File: config.mk
export PLATFORM = sky130hd
export DESIGN_NAME = fp16_sqrt_share_arb
export DESIGN_NICKNAME = d
export VERILOG_FILES = /design/src/rtl/fp16_sqrt_pkg.sv /design/src/rtl/fp16_Rom_sqrt.sv /design/src/rtl/sqrt_rr_arbiter.sv /design/src/rtl/fp16_sqrt_share_arb.sv
export SDC_FILE = /design/constraint.sdc
export NUM_CORES = 1
export LEC_CHECK = 0
export BUFFER_PORTS_ARGS = -buffer_cell sky130_fd_sc_hd__buf_2
export CAP_MARGIN = 15
export CORE_MARGIN = 2
export CORE_UTILIZATION = 40
export CTS_CLUSTER_DIAMETER = 30
export DETAILED_ROUTE_END_ITERATION = 10
export PLACE_DENSITY_LB_ADDON = 0.08
export SLEW_MARGIN = 20
export SYNTH_ARGS = -nofsm -noshare
export SYNTH_HDL_FRONTEND = slang
export SYNTH_SLANG_ARGS = --single-unit
File: constraint.sdc
create_clock -name clk_i -period 46.4 [get_ports clk_i]
set_clock_uncertainty 0.1 [all_clocks]
set_input_delay 9.28 -clock clk_i [delete_from_list [all_inputs] [get_ports clk_i]]
set_output_delay 9.28 -clock clk_i [all_outputs]
set_load 0.02 [all_outputs]
File: src/rtl/fp16_sqrt_pkg.sv
// Shared fp16 types, constants and the special-operand classifier used around
// the shared square-root core.
package fp16_sqrt_pkg;

    typedef logic [15:0] fp16_t;

    localparam fp16_t FP16_QNAN  = 16'h7E00;
    localparam fp16_t FP16_PINF  = 16'h7C00;
    localparam fp16_t FP16_PZERO = 16'h0000;

    // Classifies an operand the core cannot handle. When hit is set, val is the
    // final result and the core output must be ignored. Priority matters: a
    // negative subnormal flushes to +0 before the sign test turns it into NaN.
    function automatic void fp16_sqrt_special(input fp16_t a, output logic hit, output fp16_t val);
        logic exp_zero;
        logic exp_max;
        logic mant_zero;
        exp_zero  = (a[14:10] == 5'd0);
        exp_max   = (a[14:10] == 5'h1F);
        mant_zero = (a[9:0] == 10'd0);
        hit       = 1'b1;
        val       = a;
        if (exp_zero && mant_zero) begin
            val = a;                 // sqrt(+-0) = +-0
        end else if (exp_zero) begin
            val = FP16_PZERO;        // subnormals flush to zero
        end else if (a[15]) begin
            val = FP16_QNAN;         // any negative nonzero, including -inf
        end else if (exp_max && !mant_zero) begin
            val = FP16_QNAN;
        end else if (exp_max) begin
            val = FP16_PINF;
        end else begin
            hit = 1'b0;
        end
    endfunction

endpackage

File: src/rtl/fp16_Rom_sqrt.sv
// Combinational square root of a positive normal fp16 magnitude. The result
// significand is the truncated integer square root of the scaled significand,
// so it is never more than 1 ulp below the exact value. Other operand classes
// produce don't-care values and are overridden by the caller.
module fp16_Rom_sqrt (
    input  logic [14:0] mag_i,
    output logic [14:0] mag_o
);

    logic [10:0] sig;
    logic [21:0] rad;
    logic [13:0] rem;
    logic [13:0] trial;
    logic [10:0] root;
    logic [4:0]  res_exp;

    // Digit-by-digit integer square root; an odd exponent shifts one bit less so
    // the remaining exponent is even and halves exactly.
    always_comb begin
        sig   = {1'b1, mag_i[9:0]};
        rad   = mag_i[10] ? {1'b0, sig, 10'd0} : {sig, 11'd0};
        rem   = '0;
        root  = '0;
        trial = '0;
        for (int i = 0; i < 11; i++) begin
            rem   = {rem[11:0], rad[21:20]};
            rad   = {rad[19:0], 2'b00};
            trial = {1'b0, root, 2'b01};
            if (rem >= trial) begin
                rem  = rem - trial;
                root = {root[9:0], 1'b1};
            end else begin
                root = {root[9:0], 1'b0};
            end
        end
        // (e + 15) >> 1 written without a carry bit that would go unused.
        res_exp = {1'b0, mag_i[14:11]} + 5'd7 + {4'd0, mag_i[10]};
        mag_o   = {res_exp, root[9:0]};
    end

endmodule

File: src/rtl/sqrt_rr_arbiter.sv
// Round-robin arbiter: scans from the lane after the last accepted winner and
// only moves its pointer when the current winner is actually accepted.
module sqrt_rr_arbiter #(
    parameter  int NUM_REQ = 4,
    localparam int ID_W    = $clog2(NUM_REQ)
) (
    input  logic               clk_i,
    input  logic               rst_ni,
    input  logic [NUM_REQ-1:0] req_i,
    input  logic               advance_i,
    output logic [NUM_REQ-1:0] grant_o,
    output logic [ID_W-1:0]    grant_id_o
);

    logic [ID_W-1:0] rr_ptr_q;
    logic [ID_W-1:0] rr_ptr_d;
    logic [ID_W-1:0] idx_v;
    logic            found;
    int              idx;

    // Pick the first requester after rr_ptr; the wrap is an explicit compare so
    // non power-of-two lane counts never alias onto a missing lane.
    always_comb begin
        // NOTE: every output of this block gets a default first, so no path
        // leaves a value unassigned and no latch is inferred.
        grant_o    = '0;
        grant_id_o = '0;
        found      = 1'b0;
        idx        = 0;
        idx_v      = '0;
        for (int i = 1; i <= NUM_REQ; i++) begin
            idx = int'(rr_ptr_q) + i;
            if (idx >= NUM_REQ) begin
                idx = idx - NUM_REQ;
            end
            idx_v = ID_W'(idx);
            if (!found && req_i[idx_v]) begin
                found          = 1'b1;
                grant_o[idx_v] = 1'b1;
                grant_id_o     = idx_v;
            end
        end
    end

    // Next pointer follows the winner only on an accepted grant.
    always_comb begin
        rr_ptr_d = rr_ptr_q;
        if (advance_i) begin
            rr_ptr_d = grant_id_o;
        end
    end

    // Pointer register; reset to the last lane so lane 0 is served first.
    always_ff @(posedge clk_i or negedge rst_ni) begin
        // NOTE: state registers use non-blocking assignments; the combinational
        // blocks above use blocking ones because they compute in program order.
        if (!rst_ni) begin
            rr_ptr_q <= ID_W'(NUM_REQ - 1);
        end else begin
            rr_ptr_q <= rr_ptr_d;
        end
    end

endmodule

File: src/rtl/fp16_sqrt_share_arb.sv
// Shares one combinational fp16 sqrt core among NUM_REQ requesters through a
// two-stage pipeline: S1 holds the accepted operand, S2 the finished result,
// and the result is steered back to the lane that issued it.
module fp16_sqrt_share_arb
    import fp16_sqrt_pkg::*;
#(
    parameter  int NUM_REQ = 4,
    localparam int ID_W    = $clog2(NUM_REQ)
) (
    input  logic                     clk_i,
    input  logic                     rst_ni,
    input  logic [NUM_REQ-1:0]       req_valid_i,
    output logic [NUM_REQ-1:0]       req_ready_o,
    input  logic [NUM_REQ-1:0][15:0] req_data_i,
    output logic [NUM_REQ-1:0]       rsp_valid_o,
    input  logic [NUM_REQ-1:0]       rsp_ready_i,
    output logic [NUM_REQ-1:0][15:0] rsp_data_o,
    output logic                     busy_o
);

    logic [NUM_REQ-1:0] grant;
    logic [ID_W-1:0]    grant_id;
    logic               stall;
    logic               s1_load;
    logic               accept;
    logic               rst_done_q;

    logic               s1_valid_q, s1_valid_d;
    fp16_t              s1_data_q,  s1_data_d;
    logic [ID_W-1:0]    s1_id_q,    s1_id_d;
    logic               s2_valid_q, s2_valid_d;
    fp16_t              s2_data_q,  s2_data_d;
    logic [ID_W-1:0]    s2_id_q,    s2_id_d;

    logic [14:0]        core_mag;
    logic               special_hit;
    fp16_t              special_val;
    fp16_t              s1_result;

    // S2 only holds when its owner is not taking the result; S1 may refill
    // whenever it is empty, which gives one entry of slack under a stall.
    assign stall       = s2_valid_q & ~rsp_ready_i[s2_id_q];
    assign s1_load     = ~stall | ~s1_valid_q;
    assign accept      = (|grant) & s1_load & rst_done_q;
    assign req_ready_o = accept ? grant : '0;
    assign busy_o      = s1_valid_q | s2_valid_q;
    assign rsp_data_o  = {NUM_REQ{s2_data_q}};

    sqrt_rr_arbiter #(.NUM_REQ(NUM_REQ)) u_arb (
        .clk_i      (clk_i),
        .rst_ni     (rst_ni),
        .req_i      (req_valid_i),
        .advance_i  (accept),
        .grant_o    (grant),
        .grant_id_o (grant_id)
    );

    fp16_Rom_sqrt u_core (
        .mag_i (s1_data_q[14:0]),
        .mag_o (core_mag)
    );

    // Special operands override the core; normal results are always positive.
    always_comb begin
        special_hit = 1'b0;
        special_val = '0;
        fp16_sqrt_special(s1_data_q, special_hit, special_val);
        s1_result = special_hit ? special_val : {1'b0, core_mag};
    end

    // Pipeline next state: S2 drains/loads and S1 refills in the same cycle.
    always_comb begin
        s1_valid_d = s1_valid_q;
        s1_data_d  = s1_data_q;
        s1_id_d    = s1_id_q;
        s2_valid_d = s2_valid_q;
        s2_data_d  = s2_data_q;
        s2_id_d    = s2_id_q;
        if (!stall) begin
            s2_valid_d = s1_valid_q;
            s2_data_d  = s1_result;
            s2_id_d    = s1_id_q;
        end
        if (s1_load) begin
            s1_valid_d = accept;
            s1_data_d  = req_data_i[grant_id];
            s1_id_d    = grant_id;
        end
    end

    // Pipeline registers plus the flag that keeps ready low in the first cycle
    // after reset release.
    always_ff @(posedge clk_i or negedge rst_ni) begin
        if (!rst_ni) begin
            rst_done_q <= 1'b0;
            s1_valid_q <= 1'b0;
            s2_valid_q <= 1'b0;
            // NOTE: payload registers are reset as well, not just the valids,
            // because rsp_data_o is driven straight from S2 and must read 0.
            s1_data_q  <= '0;
            s1_id_q    <= '0;
            s2_data_q  <= '0;
            s2_id_q    <= '0;
        end else begin
            rst_done_q <= 1'b1;
            s1_valid_q <= s1_valid_d;
            s1_data_q  <= s1_data_d;
            s1_id_q    <= s1_id_d;
            s2_valid_q <= s2_valid_d;
            s2_data_q  <= s2_data_d;
            s2_id_q    <= s2_id_d;
        end
    end

    // Steer the S2 valid to the lane that issued the operand.
    always_comb begin
        rsp_valid_o = '0;
        if (s2_valid_q) begin
            rsp_valid_o[s2_id_q] = 1'b1;
        end
    end

endmodule

# Word-level counts from Yosys, hierarchy flattened
# Cells that the tools add are included.
[word_totals]
reg_bits = 41
latch_bits = 0
ram_bits = 0
rom_bits = 0
input_bits = 74
output_inout_bits = 73
n_memories = 0
[classes]
addsub = 20
multipliers = 0
div = 0
n_lt_le_gt_ge = 26
eq_ne = 1
shift = 0
mux = 72
n_bitwise = 11
reduce_logical = 17
[op_table]
columns = ["op", "n"]
rows = [
  ["$mux W12", 10],
  ["$mux W15", 4],
  ["$mux W16", 3],
  ["$bmux W16 S2", 1],
  ["$mux W1", 29],
  ["$mux W4", 6],
  ["$mux W22", 1],
  ["$lt A2 B3 Y1 const B", 6],
  ["$mux W2", 8],
  ["$ge A14 B10 Y1", 1],
  ["$ge A14 B11 Y1", 1],
  ["$ge A14 B12 Y1", 1],
  ["$ge A14 B3 Y1", 1],
  ["$ge A14 B4 Y1", 1],
  ["$ge A14 B5 Y1", 1],
  ["$ge A14 B6 Y1", 1],
  ["$ge A14 B7 Y1", 1],
  ["$ge A14 B8 Y1", 1],
  ["$ge A14 B9 Y1", 1],
  ["$ge A2 B1 Y1 const B", 6],
  ["$or A4 B4 Y4", 3],
  ["$sub A12 B10 Y12", 1],
  ["$sub A12 B11 Y12", 1],
  ["$sub A12 B3 Y12", 1],
  ["other kinds (26)", 57],
]

# Logic depth before layout (Yosys ltp)
# Gate-level depths: netlist of the first run.
[depth]
depth_word = 24
ltp_mapped = 106
ltp_nobuf = 98

# Hierarchy
# A second synthesis of the first run with hierarchy kept.
[hier_totals]
cells_unflattened = 812
area_unflattened_um2 = 7020.5
[by_module_without_submodules]
columns = ["module", "n_inst", "cells_per_inst", "area_each_um2"]
rows = [
  ["fp16_Rom_sqrt", 1, 527, 3913.8],
  ["fp16_sqrt_share_arb", 1, 198, 2408.6],
  ["sqrt_rr_arbiter", 1, 87, 698.2],
]

# Worst setup path after synthesis of the first run
# Ideal clock, no wire load.
[synth_path]
path_kind = "input -> output"
startpoint = "input port req_valid_i[1]"
endpoint = "output port req_ready_o[1]"
t_arrival_ps = 10919
required_ps = 37020
setup_slack_ps = 26101
path_stages = 5
n_path_buf = 0
cell_sequence = "mux4_2 nor4_1 a22oi_1 o21ai_0 and3_1"
[synth_via]
elab_chain_len = 16
[synth_lines]
columns = ["item", "line_no", "source"]
rows = [
  ["from (decl)", "fp16_sqrt_share_arb.sv:12", "input logic [NUM_REQ-1:0] req_valid_i,"],
  ["$bmux W1 S2", "sqrt_rr_arbiter.sv:37", "if (!found && req_i[idx_v]) begin"],
  ["$mux W1 (implied by the code)", "sqrt_rr_arbiter.sv:37", ""],
  ["$mux W1", "sqrt_rr_arbiter.sv:37", ""],
  ["$logic_not A1 Y1", "sqrt_rr_arbiter.sv:37", ""],
  ["$logic_and A1 B1 Y1", "sqrt_rr_arbiter.sv:37", ""],
  ["$mux W1", "sqrt_rr_arbiter.sv:37", ""],
  ["$logic_not A1 Y1", "sqrt_rr_arbiter.sv:37", ""],
  ["$logic_and A1 B1 Y1", "sqrt_rr_arbiter.sv:37", ""],
  ["$mux W1", "sqrt_rr_arbiter.sv:37", ""],
  ["$logic_not A1 Y1", "sqrt_rr_arbiter.sv:37", ""],
  ["$logic_and A1 B1 Y1", "sqrt_rr_arbiter.sv:37", ""],
  ["$mux W4 (*)", "sqrt_rr_arbiter.sv:37", ""],
  ["$reduce_or A4 Y1", "fp16_sqrt_share_arb.sv:44", "assign accept = (|grant) & s1_load & rst_done_q;"],
  ["$and A1 B1 Y1 (2 in a row)", "fp16_sqrt_share_arb.sv:44", ""],
  ["$mux W4 (*)", "fp16_sqrt_share_arb.sv:45", "assign req_ready_o = accept ? grant : '0;"],
  ["to (decl)", "fp16_sqrt_share_arb.sv:13", "output logic [NUM_REQ-1:0] req_ready_o,"],
]
# Mark *: on every way between the ends. The rest lies on a longest branch, timed or not. The select of a mux whose other input is x is not followed.

# Worst setup path in the final report of the first run
[layout_path]
startpoint = "register s1_data_q[10]"
endpoint = "register s2_data_q[0]"
[layout_via]
elab_chain_len = 24
[layout_lines]
columns = ["item", "line_no", "source"]
rows = [
  ["from (decl)", "fp16_sqrt_share_arb.sv:29", "fp16_t s1_data_q, s1_data_d;"],
  ["from (signal assigned)", "fp16_sqrt_share_arb.sv:107", "s1_data_q <= s1_data_d;"],
  ["$mux W22", "fp16_Rom_sqrt.sv:21", "rad = mag_i[10] ? {1'b0, sig, 10'd0} : {sig, 11'd0};"],
  ["$sub A2 B1 Y3 / $ge A2 B1 Y1 (equally long branches)", "fp16_Rom_sqrt.sv:30, fp16_Rom_sqrt.sv:29", ""],
  ["$mux W12 / $mux W1 (equally long branches)", "fp16_Rom_sqrt.sv:29", "if (rem >= trial) begin"],
  ["$sub A12 B3 Y12 / $ge A14 B3 Y1 (equally long branches)", "fp16_Rom_sqrt.sv:30, fp16_Rom_sqrt.sv:29", ""],
  ["$mux W12 / $mux W1 (equally long branches)", "fp16_Rom_sqrt.sv:29", ""],
  ["$sub A12 B4 Y12 / $ge A14 B4 Y1 (equally long branches)", "fp16_Rom_sqrt.sv:30, fp16_Rom_sqrt.sv:29", ""],
  ["$mux W12 / $mux W1 (equally long branches)", "fp16_Rom_sqrt.sv:29", ""],
  ["$sub A12 B5 Y12 / $ge A14 B5 Y1 (equally long branches)", "fp16_Rom_sqrt.sv:30, fp16_Rom_sqrt.sv:29", ""],
  ["[... 8 more ...]", "--", ""],
  ["$mux W12 / $mux W1 (equally long branches)", "fp16_Rom_sqrt.sv:29", ""],
  ["$sub A12 B10 Y12 / $ge A14 B10 Y1 (equally long branches)", "fp16_Rom_sqrt.sv:30, fp16_Rom_sqrt.sv:29", ""],
  ["$mux W12 / $mux W1 (equally long branches)", "fp16_Rom_sqrt.sv:29", ""],
  ["$sub A12 B11 Y12 / $ge A14 B11 Y1 (equally long branches)", "fp16_Rom_sqrt.sv:30, fp16_Rom_sqrt.sv:29", ""],
  ["$mux W12 / $mux W1 (equally long branches)", "fp16_Rom_sqrt.sv:29", ""],
  ["$ge A14 B12 Y1", "fp16_Rom_sqrt.sv:29", ""],
  ["$mux W1", "fp16_Rom_sqrt.sv:29", ""],
  ["$mux W16 (*)", "fp16_sqrt_share_arb.sv:68", "s1_result = special_hit ? special_val : {1'b0, core_mag};"],
  ["to (signal assigned)", "fp16_sqrt_share_arb.sv:110", "s2_data_q <= s2_data_d;"],
  ["to (decl)", "fp16_sqrt_share_arb.sv:32", "fp16_t s2_data_q, s2_data_d;"],
]
# Mark *: on every way between the ends. The rest lies on a longest branch, timed or not.
# A chain may end at the register's enable or synchronous reset.

==> results of run 1 <==
[registers in the layout, indices dropped and copies added, names as in the netlist]
| name | count |
|---|---|
| s1_data_q | 16 |
| rst_done_q | 1 |
| s2_data_q | 16 |
| s2_id_q | 2 |
| s1_id_q | 2 |
| s2_valid_q | 1 |
| s1_valid_q | 1 |
| u_arb.rr_ptr_q | 2 |
[layout make-up]
type	instances	share of cell area (%)
clock buffers	6	1.73
clock inverters	2	0.468
well taps	229	3.58
flip-flops and latches	41	12.8
repair buffers	151	9.59
multi-input cells	702	69.8
inverters	42	2.03
[metal layers]
layer | wire length [um] | vias to the layer above | global-route usage (%) | part of all wire [%]
met5 | 0 | - | 0 | 0
met4 | 301 | 0 | 3.44 | 1.5
met3 | 655 | 27 | 1.70 | 3.2
met2 | 9560 | 190 | 34.8 | 47
met1 | 9830 | 3250 | 29.8 | 48
li1 | - | 3337 | - | -
[through the flow]
stage / cell area [um2] / std cells / setup slack, ns
after floorplan: 7260 / 860 / 26.10
after global placement: 7820 / 1165 / 24.98
after detailed placement: 7820 / 1165 / 24.34
after CTS: 8000 / 1173 / 24.27
after global routing: 8010 / 1173 / 21.84
final: 8010 / 1173 / 24.19
[logic make-up (layout without fill, tap and decap cells)]
family / after synthesis / count (layout) / share of synthesized area (%)
fa+ha+maj: 75 / 75 / 13.2
buf+inv: 117 / 201 / 9.26
mux: 68 / 68 / 13.7
xor+xnor: 38 / 38 / 4.80
simple gates: 245 / 245 / 17.9
other cells: 2 / 10 / 0.104
flops: 41 / 41 / 14.2
compound gates: 266 / 266 / 26.8
[critical path, delay by kind of cell (launching register included)]
| family | cells | cell delay [ns] |
|---|---|---|
| AOI/OAI and AO/OA | 47 | 10.16 |
| DFF | 1 | 0.32 |
| muxes | 7 | 2.26 |
| buffers and inverters | 9 | 1.98 |
| and+or+nand+nor | 21 | 3.38 |
| adders and majority gates | 12 | 3.84 |
[worst max-delay path by stage]
| stage | start | endpoint | slack, ns |
|---|---|---|---|
| 4_1_cts | s1_data_q[10] | s2_data_q[0] | 24.27 |
| 2_1_floorplan | req_valid_i[1] | req_ready_o[1] | 26.10 |
| 3_5_place_dp | s1_data_q[10] | s2_data_q[0] | 24.34 |
| 6_report | s1_data_q[10] | s2_data_q[0] | 24.19 |
| 5_1_grt | s1_data_q[10] | s2_data_q[0] | 21.84 |
| 3_3_place_gp | s1_data_q[10] | s2_data_q[0] | 24.98 |
[placed cells by master (no fill, tap or decap), types with 6 or more instances in the layout]
master     count
o2111ai_1      6
dfrtp_1       39
a211oi_1      19
ha_1          73
mux4_2        20
inv_1         35
a22oi_1        8
o21bai_1      13
and3_1        12
a21oi_1       50
xor2_1         8
nor2_1        48
mux2_2        23
nand3_1       17
conb_1        10
o21ai_0       51
a21o_1        21
and2_1         7
nand2b_1      10
nor2b_1        9
a31oi_1        7
nand2_1       71
buf_2        146
o21ai_1        9
mux2i_1       19
xnor2_1       29
or2_2          8
nor3_1        16
==> results.json, run 1 <==
{
  "count_of_warnings_emitted_by_yosys": 0,
  "cpPeakStageDelay_ns": 0.66,
  "ant_nets": 0,
  "largest_net_degree_at_the_start_of_global_routing": 42,
  "setup_violations": 0,
  "routed_wire_length_per_instance_um": 17.3,
  "htree_num_levels": 2,
  "worst_slew_pin_slew_ns": 0.935,
  "worstHoldPathCells": 1,
  "chipWidth_um": 138,
  "ff2ff_setup_slack_ns": 24.19,
  "whs_ns": 0.428,
  "timing.hold.worst.class": "reg2reg",
  "design.core.area_um2": 17800,
  "yosys_most_used_dff": "dfrtp_1",
  "drt-vias-per-instance": 5.80,
  "cts-root-buf": "clkbuf_16",
  "max_slew_margin_pct": 37.7,
  "1st_pass_router_iterations": 5,
  "route.detailed.drc": 0,
  "cts_tree": "yes",
  "port_buffers": 146,
  "grt-ovfl-total": 0,
  "regArea_um2": 1030,
  "timing.hold.worst.start": "s1_id_q[1]",
  "syn_area_per_cell_um2": 8.48,
  "number_of_max_cap_violations": 0,
  "hold_viol_final": 0,
  "post_synth_main_area_contributors": "dfrtp_1 14%, ha_1 13%, mux4_2 6.2%, buf_4 5.6%, nand2_1 3.7%",
  "chipHeight_um": 138,
  "place.detailed.hpwl_um": 16400,
  "cts.sinks": 41,
  "rows": 49,
  "final_nets": 1092,
  "layout_min_cycle_time_ns": 22.21,
  "n_antenna_cell": 0,
  "initial_core_util_pct": 40.5,
  "grt_first_pass_wirelength_um": 33300,
  "final_util_pct": 44.9,
  "timing_worst_setup_path_type": "reg2reg",
  "gr-usage-all-layers_pct": 20.8,
  "postSynth.asyncResetShare_pct": 100,
  "yosysTopAreaCellShare_pct": 13.5,
  "final-max-slew-violation-count": 0,
  "yosysMostFrequentCell": "ha_1",
  "detail_route.iter0.violations": 403,
  "layout_worst_path_cycle_share_pct": 47.9,
  "cts.reportedPaths.clkPinSlew_ns": 0.06,
  "die-area_um2": 19200,
  "synth_seq_area_share_pct": 14.2,
  "synthesis.area_um2": 7230,
  "wl_um": 20300,
  "setup.worst_path.start_class": "register",
  "final.setup.tns_ns": 0,
  "synth-seq-cells": 41,
  "timing.critical_path.to_type": "register",
  "clk-insertion-delay-late_ns": 0.28,
  "layout-drive-gt1-share_pct": 27.3,
  "cts_resized": 0,
  "synth_top_cell_by_area": "dfrtp_1",
  "first_global_vias": 6305,
  "fmaxAchievable_mhz": 45.0,
  "crit-reg2reg-launch": "s1_data_q[10]",
  "rsz_0062_raised_after_global_routing": "no",
  "crit_path_required_time_ns": 46.47,
  "io_pins": 147,
  "clock_path_buffers": 2,
  "critPathSlowestCell": "a21oi_2",
  "timing.hold.worst_endpoint": "s1_id_q[1]",
  "vias": 6804,
  "crit_fanout": 27,
  "synth_common_cells": "73 x ha_1, 71 x nand2_1, 54 x buf_4",
  "multi_input_area_um2": 5590,
  "post_cts_hold_buffer_count": 0,
  "filler_cell_count": 1761,
  "status": "complete, no violations",
  "cts_setup_buffers": 0,
  "cts_buffers": 5,
  "worst-endpoint-arrival_ns": 22.28,
  "reg2reg_to": "s2_data_q[0]",
  "postSynthCellCount": 852,
  "antenna_found_initial": 0,
  "critPathMostFrequentCell": "a21oi_1",
  "syn2layout_area_growth_pct": 10.9,
  "gp_congestion": 0.860,
  "length_in_cells_of_the_worst_reg_to_reg_path": 96,
  "synth-edff-count": 0,
  "netlist-cell-type-count": 110
}
Power of run 1 is left out: the tool's default activity adds up to more than one toggle a clock period on the data nets, which glitch-free logic cannot reach.
==> run 2, diff against run 1 <==
==> constraint.sdc (replaced) <==
create_clock -name clk_i -period 19.98 [get_ports clk_i]
set_clock_uncertainty 0.1 [all_clocks]
set_input_delay 3.996 -clock clk_i [delete_from_list [all_inputs] [get_ports clk_i]]
set_output_delay 3.996 -clock clk_i [all_outputs]
set_load 0.02 [all_outputs]
==> run 2 against run 1 <==
Non-clock buffer count rose by 20. Die area did not move. Flip-flop and latch count did not move. Worst hold slack got worse by 0.015 ns. Core utilization rose by 1.2 points.
==> results.json, run 2 (synthesized netlist as in run 1, its figures left out) <==
{
  "status": "complete, no violations",
  "1st_pass_router_iterations": 5,
  "clock_path_buffers": 2,
  "initial_core_util_pct": 40.5,
  "grt-ovfl-total": 0,
  "design.core.area_um2": 17800,
  "gr-usage-all-layers_pct": 21.3,
  "io_pins": 147,
  "wl_um": 20700,
  "drt-vias-per-instance": 5.74,
  "fmaxAchievable_mhz": 55.0,
  "length_in_cells_of_the_worst_reg_to_reg_path": 96,
  "chipWidth_um": 138,
  "critPathMostFrequentCell": "a21oi_1",
  "layout_worst_path_cycle_share_pct": 91.0,
  "clk-insertion-delay-late_ns": 0.28,
  "first_global_vias": 6537,
  "number_of_max_cap_violations": 0,
  "timing.hold.worst.start": "s1_id_q[1]",
  "worst_slew_pin_slew_ns": 1.07,
  "routed_wire_length_per_instance_um": 17.3,
  "critPathSlowestCell": "dfrtp_1",
  "largest_net_degree_at_the_start_of_global_routing": 42,
  "top_flop_regs": "s1_data_q x16, s2_data_q x16",
  "filler_cell_count": 1782,
  "cts_tree": "yes",
  "setup_violations": 0,
  "cts_buffers": 5,
  "gp_congestion": 0.921,
  "port_buffers": 146,
  "crit_fanout": 14,
  "syn2layout_area_growth_pct": 14.0,
  "worst-endpoint-arrival_ns": 18.26,
  "vias": 6849,
  "layout_min_cycle_time_ns": 18.19,
  "ant_nets": 0,
  "regArea_um2": 1030,
  "max_slew_margin_pct": 28.6,
  "htree_num_levels": 2,
  "chipHeight_um": 138,
  "detail_route.iter0.violations": 466,
  "die-area_um2": 19200,
  "grt_first_pass_wirelength_um": 34100,
  "cts.sinks": 41,
  "layout.cells.most_common": "buf_2",
  "route.detailed.drc": 0,
  "ff2ff_setup_slack_ns": 1.79,
  "multi_input_area_um2": 5650,
  "worstHoldPathCells": 1,
  "timing.hold.worst_endpoint": "s1_id_q[1]",
  "crit-reg2reg-launch": "s1_data_q[8]",
  "hold_viol_final": 0,
  "cpPeakStageDelay_ns": 0.49,
  "place.detailed.hpwl_um": 16600,
  "layout-drive-gt1-share_pct": 30.4,
  "antenna_found_initial": 0,
  "setup.worst_path.start_class": "register",
  "reg2reg_to": "s2_data_q[0]",
  "cts-root-buf": "clkbuf_16",
  "final.setup.tns_ns": 0,
  "crit_path_required_time_ns": 20.05,
  "rsz_0062_raised_after_global_routing": "no",
  "final-max-slew-violation-count": 0,
  "post-place-cells": 1177,
  "timing.hold.worst.class": "reg2reg",
  "rows": 49,
  "timing.critical_path.to_type": "register",
  "final_nets": 1112,
  "cts.reportedPaths.clkPinSlew_ns": 0.06,
  "n_antenna_cell": 0,
  "final_cell_count_no_fill": 1193,
  "layout_common_cells": "146 x buf_2, 71 x nand2_1, 71 x ha_1",
  "timing_worst_setup_path_type": "reg2reg"
}
-- run 2: per-stage QoR --
step	setup WS, ns	hold WS (ns)	util [%]	area (um2)
2_1_floorplan	1.00	0.377	-	7260
3_3_place_gp	0.879	0.398	44.4	7910
4_1_cts	0.252	0.424	45.3	8090
6_report	1.79	0.413	46.2	8230
3_5_place_dp	0.298	0.408	44.4	7910
5_1_grt	0.0735	0.442	46.2	8230
-- run 2: metal layers --
| layer | GRT usage, % | wire (um) | share of wire [%] |
|---|---|---|---|
| met5 | 0 | 0 | 0 |
| met4 | 4.46 | 286 | 1.4 |
| met3 | 2.53 | 911 | 4.4 |
| met2 | 35.4 | 9740 | 47 |
| met1 | 29.8 | 9750 | 47 |
-- run 2: final cells by class --
class,count,area share (%)
Clock buffer,6,1.69
Clock inverter,2,0.456
Inverter,42,2.10
Multi-Input combinational cell,702,68.6
Sequential cell,41,12.5
Tap cell,229,3.48
Timing Repair Buffer,171,11.2
-- run 2: worst max-delay path by stage --
stage	startpoint	endpoint	slack, ns	cells after the start
3_3_place_gp	s1_data_q[10]	s2_data_q[0]	0.88	94
5_1_grt	s1_data_q[7]	s2_data_q[0]	0.07	95
4_1_cts	s1_data_q[10]	s2_data_q[0]	0.25	94
2_1_floorplan	s1_data_q[10]	s2_data_q[0]	1.00	103
3_5_place_dp	s1_data_q[8]	s2_data_q[0]	0.30	94
6_report	s1_data_q[8]	s2_data_q[0]	1.79	96
-- run 2: worst max-delay path: cells and delay by family, from the launching register on --
family	cells	cell delay (ns)
AO/OA/AOI/OAI	44	7.56
AND/OR/NAND/NOR	23	3.32
flip-flops	1	0.49
buffers and inverters	12	1.58
adder cells (fa/ha/maj)	11	3.42
multiplexers	6	1.58
-- run 2: timing repair --
item / in CTS / in global routing
resized for setup: 0 / 25
hold buffers: 0 / 0
endpoints found under the setup margin: 0 / 2
setup buffers: 0 / 8
Power of run 2 is left out for the same reason.
